`src/rtl/execute_unit.sv`:
```
// Single-cycle RV32 integer execute stage: operand select, ALU, registered trace copy.
// Optional branch compare outputs enabled by macro EXU_BRANCH_CMP_EN.
module execute_unit #(
  parameter int unsigned XLEN = 32
) (
  input  logic            clk,
  input  logic            rst,
  input  logic [XLEN-1:0] src1,
  input  logic [XLEN-1:0] src2,
  input  logic [XLEN-1:0] imm,
  input  logic [XLEN-1:0] pc,
  input  logic [2:0]      funcEU,
  input  logic [1:0]      amux1,
  input  logic [1:0]      amux2,
  output logic [XLEN-1:0] aluout,
  output logic [XLEN-1:0] aluout_q,
  output logic            zero,
  output logic            br_eq,
  output logic            br_lt,
  output logic            br_ltu
);

  localparam logic [2:0] FN_ADD  = 3'd0;
  localparam logic [2:0] FN_SUB  = 3'd1;
  localparam logic [2:0] FN_AND  = 3'd2;
  localparam logic [2:0] FN_OR   = 3'd3;
  localparam logic [2:0] FN_XOR  = 3'd4;
  localparam logic [2:0] FN_SLT  = 3'd5;
  localparam logic [2:0] FN_SLTU = 3'd6;
  localparam logic [2:0] FN_JALR = 3'd7;

  logic [XLEN-1:0] op_a;
  logic [XLEN-1:0] op_b;
  logic [XLEN-1:0] sum;

  // Operand A: unmatched or unknown keys fall to zero
  always_comb begin
    op_a = '0;
    case (amux1)
      2'd0:    op_a = src1;
      2'd1:    op_a = pc;
      default: op_a = '0;
    endcase
  end

  // Operand B: the constant 4 serves link-address (pc+4) generation
  always_comb begin
    op_b = '0;
    case (amux2)
      2'd0:    op_b = src2;
      2'd1:    op_b = imm;
      2'd2:    op_b = XLEN'(4);
      default: op_b = '0;
    endcase
  end

  assign sum = op_a + op_b;

  always_comb begin
    aluout = '0;
    case (funcEU)
      FN_ADD:  aluout = sum;
      FN_SUB:  aluout = op_a - op_b;
      FN_AND:  aluout = op_a & op_b;
      FN_OR:   aluout = op_a | op_b;
      FN_XOR:  aluout = op_a ^ op_b;
      FN_SLT:  aluout = XLEN'($signed(op_a) < $signed(op_b));
      FN_SLTU: aluout = XLEN'(op_a < op_b);
      FN_JALR: aluout = sum & ~XLEN'(1);
      default: aluout = '0;
    endcase
  end

  assign zero = (aluout == '0);

  always_ff @(posedge clk) begin
    if (!rst) begin
      aluout_q <= '0;
    end else begin
      aluout_q <= aluout;
    end
  end

`ifdef EXU_BRANCH_CMP_EN
  // Compares use raw register values, independent of the ALU operand muxes
  assign br_eq  = (src1 == src2);
  assign br_lt  = ($signed(src1) < $signed(src2));
  assign br_ltu = (src1 < src2);
`else
  assign br_eq  = 1'b0;
  assign br_lt  = 1'b0;
  assign br_ltu = 1'b0;
`endif

endmodule

```
`config.mk`:
```
export PLATFORM = sky130hd
export DESIGN_NAME = execute_unit
export DESIGN_NICKNAME = d
export VERILOG_FILES = /design/src/rtl/execute_unit.sv
export SDC_FILE = /design/constraint.sdc
export NUM_CORES = 1
export LEC_CHECK = 0
export ABC_CLOCK_PERIOD_IN_PS = 7190
export CORE_UTILIZATION = 45
export DETAILED_ROUTE_END_ITERATION = 10
export PLACE_DENSITY_LB_ADDON = 0.15
export SLEW_MARGIN = 30
export SYNTH_ARGS = -nofsm -noshare
export SYNTH_HDL_FRONTEND = slang
export SYNTH_SLANG_ARGS = --single-unit
```
`constraint.sdc`:
```
create_clock -name clk -period 7.19 [get_ports clk]
set_input_delay 1.438 -clock clk [delete_from_list [all_inputs] [get_ports clk]]
set_output_delay 1.438 -clock clk [all_outputs]
set_load 0.01 [all_outputs]
```
==> flow_metrics.env <==
export IMPL_clock_power_share_pct=13.0
export IMPL_tightest_slew_ns=0.769
export IMPL_yosys_area_share_simple_pct=24.8
export IMPL_grt_ovfl_total=0
export IMPL_hold_class="in2reg"
export IMPL_grt_pass1_wl_um=49900
export IMPL_cts_tree="yes"
export IMPL_postSynthAreaPerCell_um2=7.00
export IMPL_crit_required_ns=5.75
export IMPL_cellLeakagePower_nw=5.72
export IMPL_first_global_vias=9291
export IMPL_path_max_fanout=17
export IMPL_finish_utilization_pct=72.3
export IMPL_synthXorXnorAreaFrac_pct=1.25
export IMPL_remaining_drc_errors=0
export IMPL_num_rows=47
export IMPL_powerDensity_nw_per_um2=129
export IMPL_relSlewSlack_pct=48.8
export IMPL_fillers=1373
export IMPL_routed_wl_um=32700
export IMPL_hpwlAfterDp_um=27500
export IMPL_ioPinCount=205
export IMPL_top_register="aluout_q"
export IMPL_min_from="funcEU[0]"
export IMPL_cts_max_path_buffers=2
export IMPL_clk_pin_slew_ns=0.05
export IMPL_vias=9965
export IMPL_synth_area_um2=7700
export IMPL_dp_cells=1706
export IMPL_hold_ws_ns=2.08
export IMPL_die_width_um=133
export IMPL_die_h_um=133
export IMPL_finalHoldViolCount=0
export IMPL_wl_per_cell_um=19.1
export IMPL_yosysSeqAreaShare_pct=8.31
export IMPL_synthMuxAreaShare_pct=9.11
export IMPL_grt_max_degree=38
export IMPL_synthToLayoutAreaGrowth_pct=56.1
export IMPL_max_freq_mhz=141
export IMPL_setup_worst_path_start_class="primary input"
export IMPL_dr_pass1_iters=6
export IMPL_ys_async_sr_fraction_pct=0
export IMPL_drt_iter0_drc=1129
export IMPL_maxSlewViolCount=0
export IMPL_port_buffers=201
export IMPL_p_seq_share_pct=13.1
export IMPL_start_util_pct=46.3
export IMPL_whs_path_depth=4
export IMPL_cp_slowest_cell="clkdlybuf4s50_1"
export IMPL_outcome="complete, no violations"
export IMPL_maxCapViolations=0
export IMPL_synthCells=1100
export IMPL_antenna_found_initial=0
export IMPL_layout_commonest_cell="buf_4"
export IMPL_slowest_delay_ns=0.50
export IMPL_rsz0062_at_grt="true"
export IMPL_core_area_um2=16600
export IMPL_synth_compound_area_share_pct=30.8
export IMPL_drive_gt1_share_pct=24.9
export IMPL_vias_per_cell=5.81
export IMPL_num_antenna_cells=0
export IMPL_min_to="aluout_q[5]"
export IMPL_min_period_ns=7.08
export IMPL_numCtsBuffers=5
export IMPL_h_tree_depth=2
export IMPL_p_total_mw=1.55
export IMPL_synth_adder_area_share_pct=16.1
export IMPL_critPathTopFamily="compound AO/OA/AOI/OAI gates"
export IMPL_synth_top_family_by_area="compound AO/OA/AOI/OAI gates"
export IMPL_power_frac_comb_pct=73.9
export IMPL_timing_critical_path_buf_inv=5
export IMPL_switching_power_mw=0.638
export IMPL_ir_drop_v=0.000170
export IMPL_cp_arrival_ns=5.65
export IMPL_grt_usage_pct=36.3
export IMPL_final_net_count=1729
export IMPL_clock_sinks=32
export IMPL_cts_root_buf="clkbuf_16"
export IMPL_fin_crit_sh_pct=98.5
export IMPL_synth_seq_cells=32
export IMPL_layout_cells_non_filler=1715
export IMPL_ant_nets=0
export IMPL_netSwitchingFraction_pct=41.1
export IMPL_mostFrequentLayoutCells="buf_4, clkdlybuf4s50_1, nor2_1"
export IMPL_synth_cell_types=84
export IMPL_gp_congestion=1.07
export IMPL_p_int_mw=0.915
export IMPL_worstPathCellList="clkdlybuf4s50_1 > buf_12 > nor2_1 > buf_4 > ha_1 > fa_1 > nand2b_1 > buf_4 > a211oi_2 > o211a_1 > o211a_1 > a2111o_1 > mux2_2 > o22ai_1 > a21o_1 > a211oi_1 > nand4_1 > nor4_2 > clkbuf_2"
export IMPL_largest_register_ffs=32
export IMPL_reg_largest_list="aluout_q (32)"
export IMPL_path_class="in2out"
export IMPL_setup_viol_count_final=0
export IMPL_synth_edf_count=0
export IMPL_dieArea_um2=17600
export IMPL_crit_path_end_kind="output pin"
export IMPL_ys_flop_type="dfxtp_1"
export IMPL_cts_hold_buf=0
export IMPL_ys_warn_count=0
-- how the worst max path moves through the flow --
| stage | startpoint | end | slack [ns] | depth (start not counted) |
|---|---|---|---|---|
| floorplan | amux2[0] | zero | 0.29 | 17 |
| global placement | amux2[1] | zero | -0.42 | 17 |
| detailed placement | amux2[1] | zero | -0.52 | 17 |
| CTS | amux2[1] | aluout[29] | 0.02 | 18 |
| global route | amux2[1] | aluout[31] | -0.02 | 19 |
| finish | amux2[1] | zero | 0.11 | 19 |
-- area by class of cell --
type / instances / area [um^2] / share of cell area, %
Sequential cell: 32 / 641 / 5.33
Multi-Input combinational cell: 893 / 6590 / 54.8
Timing Repair Buffer: 461 / 4000 / 33.2
Inverter: 101 / 383 / 3.18
Clock buffer: 8 / 146 / 1.22
Tap cell: 220 / 275 / 2.29
-- layer usage --
layer / global-route usage [%] / routed length [um]
met2: 53.7 / 13300
met5: 0 / 0
met3: 9.69 / 4310
met4: 9.83 / 684
met1: 51.1 / 14400
-- cell families after synthesis --
kind of cell / after synthesis
AND/OR/NAND/NOR: 377
XOR/XNOR: 11
other: 1
adder cells (fa/ha/maj): 98
buffers and inverters: 177
AO/OA/AOI/OAI: 334
multiplexers: 70
flip-flops: 32
-- power by group through the flow --
stage,Clock [mW],Sequential (mW),Combinational (mW)
floorplan,0,0.219,0.513
CTS,0.206,0.204,1.09
finish,0.201,0.204,1.15
global route,0.215,0.205,1.22
detailed placement,0,0.207,1.08
global placement,0,0.207,1.07
-- through the flow --
step           setup WS, ns  area, um^2  TNS [ns]
2_1_floorplan         0.286        7710         0
3_3_place_gp         -0.420       11600    -0.621
3_5_place_dp         -0.518       11600    -0.847
4_1_cts              0.0197       11800         0
5_1_grt             -0.0248       12000   -0.0515
6_report              0.106       12000         0
-- cells in the mapped netlist, types with 5 or more instances --
cell | number | share of area, %
o211a_1 | 8 | 1.0
buf_1 | 8 | 0.39
o21ai_1 | 6 | 0.39
o21a_1 | 12 | 1.2
or2_2 | 33 | 2.7
nand3_1 | 22 | 1.4
nor4_1 | 9 | 0.73
and2_1 | 34 | 2.8
a31oi_1 | 8 | 0.65
o21ai_0 | 33 | 2.1
a21oi_1 | 84 | 5.5
inv_1 | 100 | 4.9
mux2i_1 | 69 | 9.0
a21o_1 | 16 | 1.6
nand2b_1 | 11 | 0.89
a211oi_1 | 19 | 1.9
a221o_1 | 6 | 0.78
nor3_1 | 29 | 1.9
nor3b_1 | 7 | 0.68
a211o_1 | 5 | 0.57
ha_1 | 96 | 16
xnor2_1 | 10 | 1.1
o221ai_1 | 7 | 0.80
buf_4 | 8 | 0.78
dfxtp_1 | 32 | 8.3
clkbuf_1 | 34 | 1.7
nand2_1 | 62 | 3.0
nor2_1 | 111 | 5.4
nor2b_1 | 24 | 1.9
nand4_1 | 9 | 0.73
a22oi_1 | 5 | 0.49
buf_2 | 23 | 1.5
o22ai_1 | 6 | 0.49
a2111oi_0 | 5 | 0.57
o31ai_1 | 12 | 1.2
and3_1 | 5 | 0.41
or3_1 | 7 | 0.57
o211ai_1 | 29 | 2.8
o21bai_1 | 14 | 1.4
-- repair_timing --
| item | CTS | global route |
|---|---|---|
| endpoints found under the setup margin | 4 | 7 |
| pin swaps | 0 | 5 |
| setup buffers | 0 | 1 |
| resized for setup | 13 | 48 |
Power figures use the tool's default switching activity.
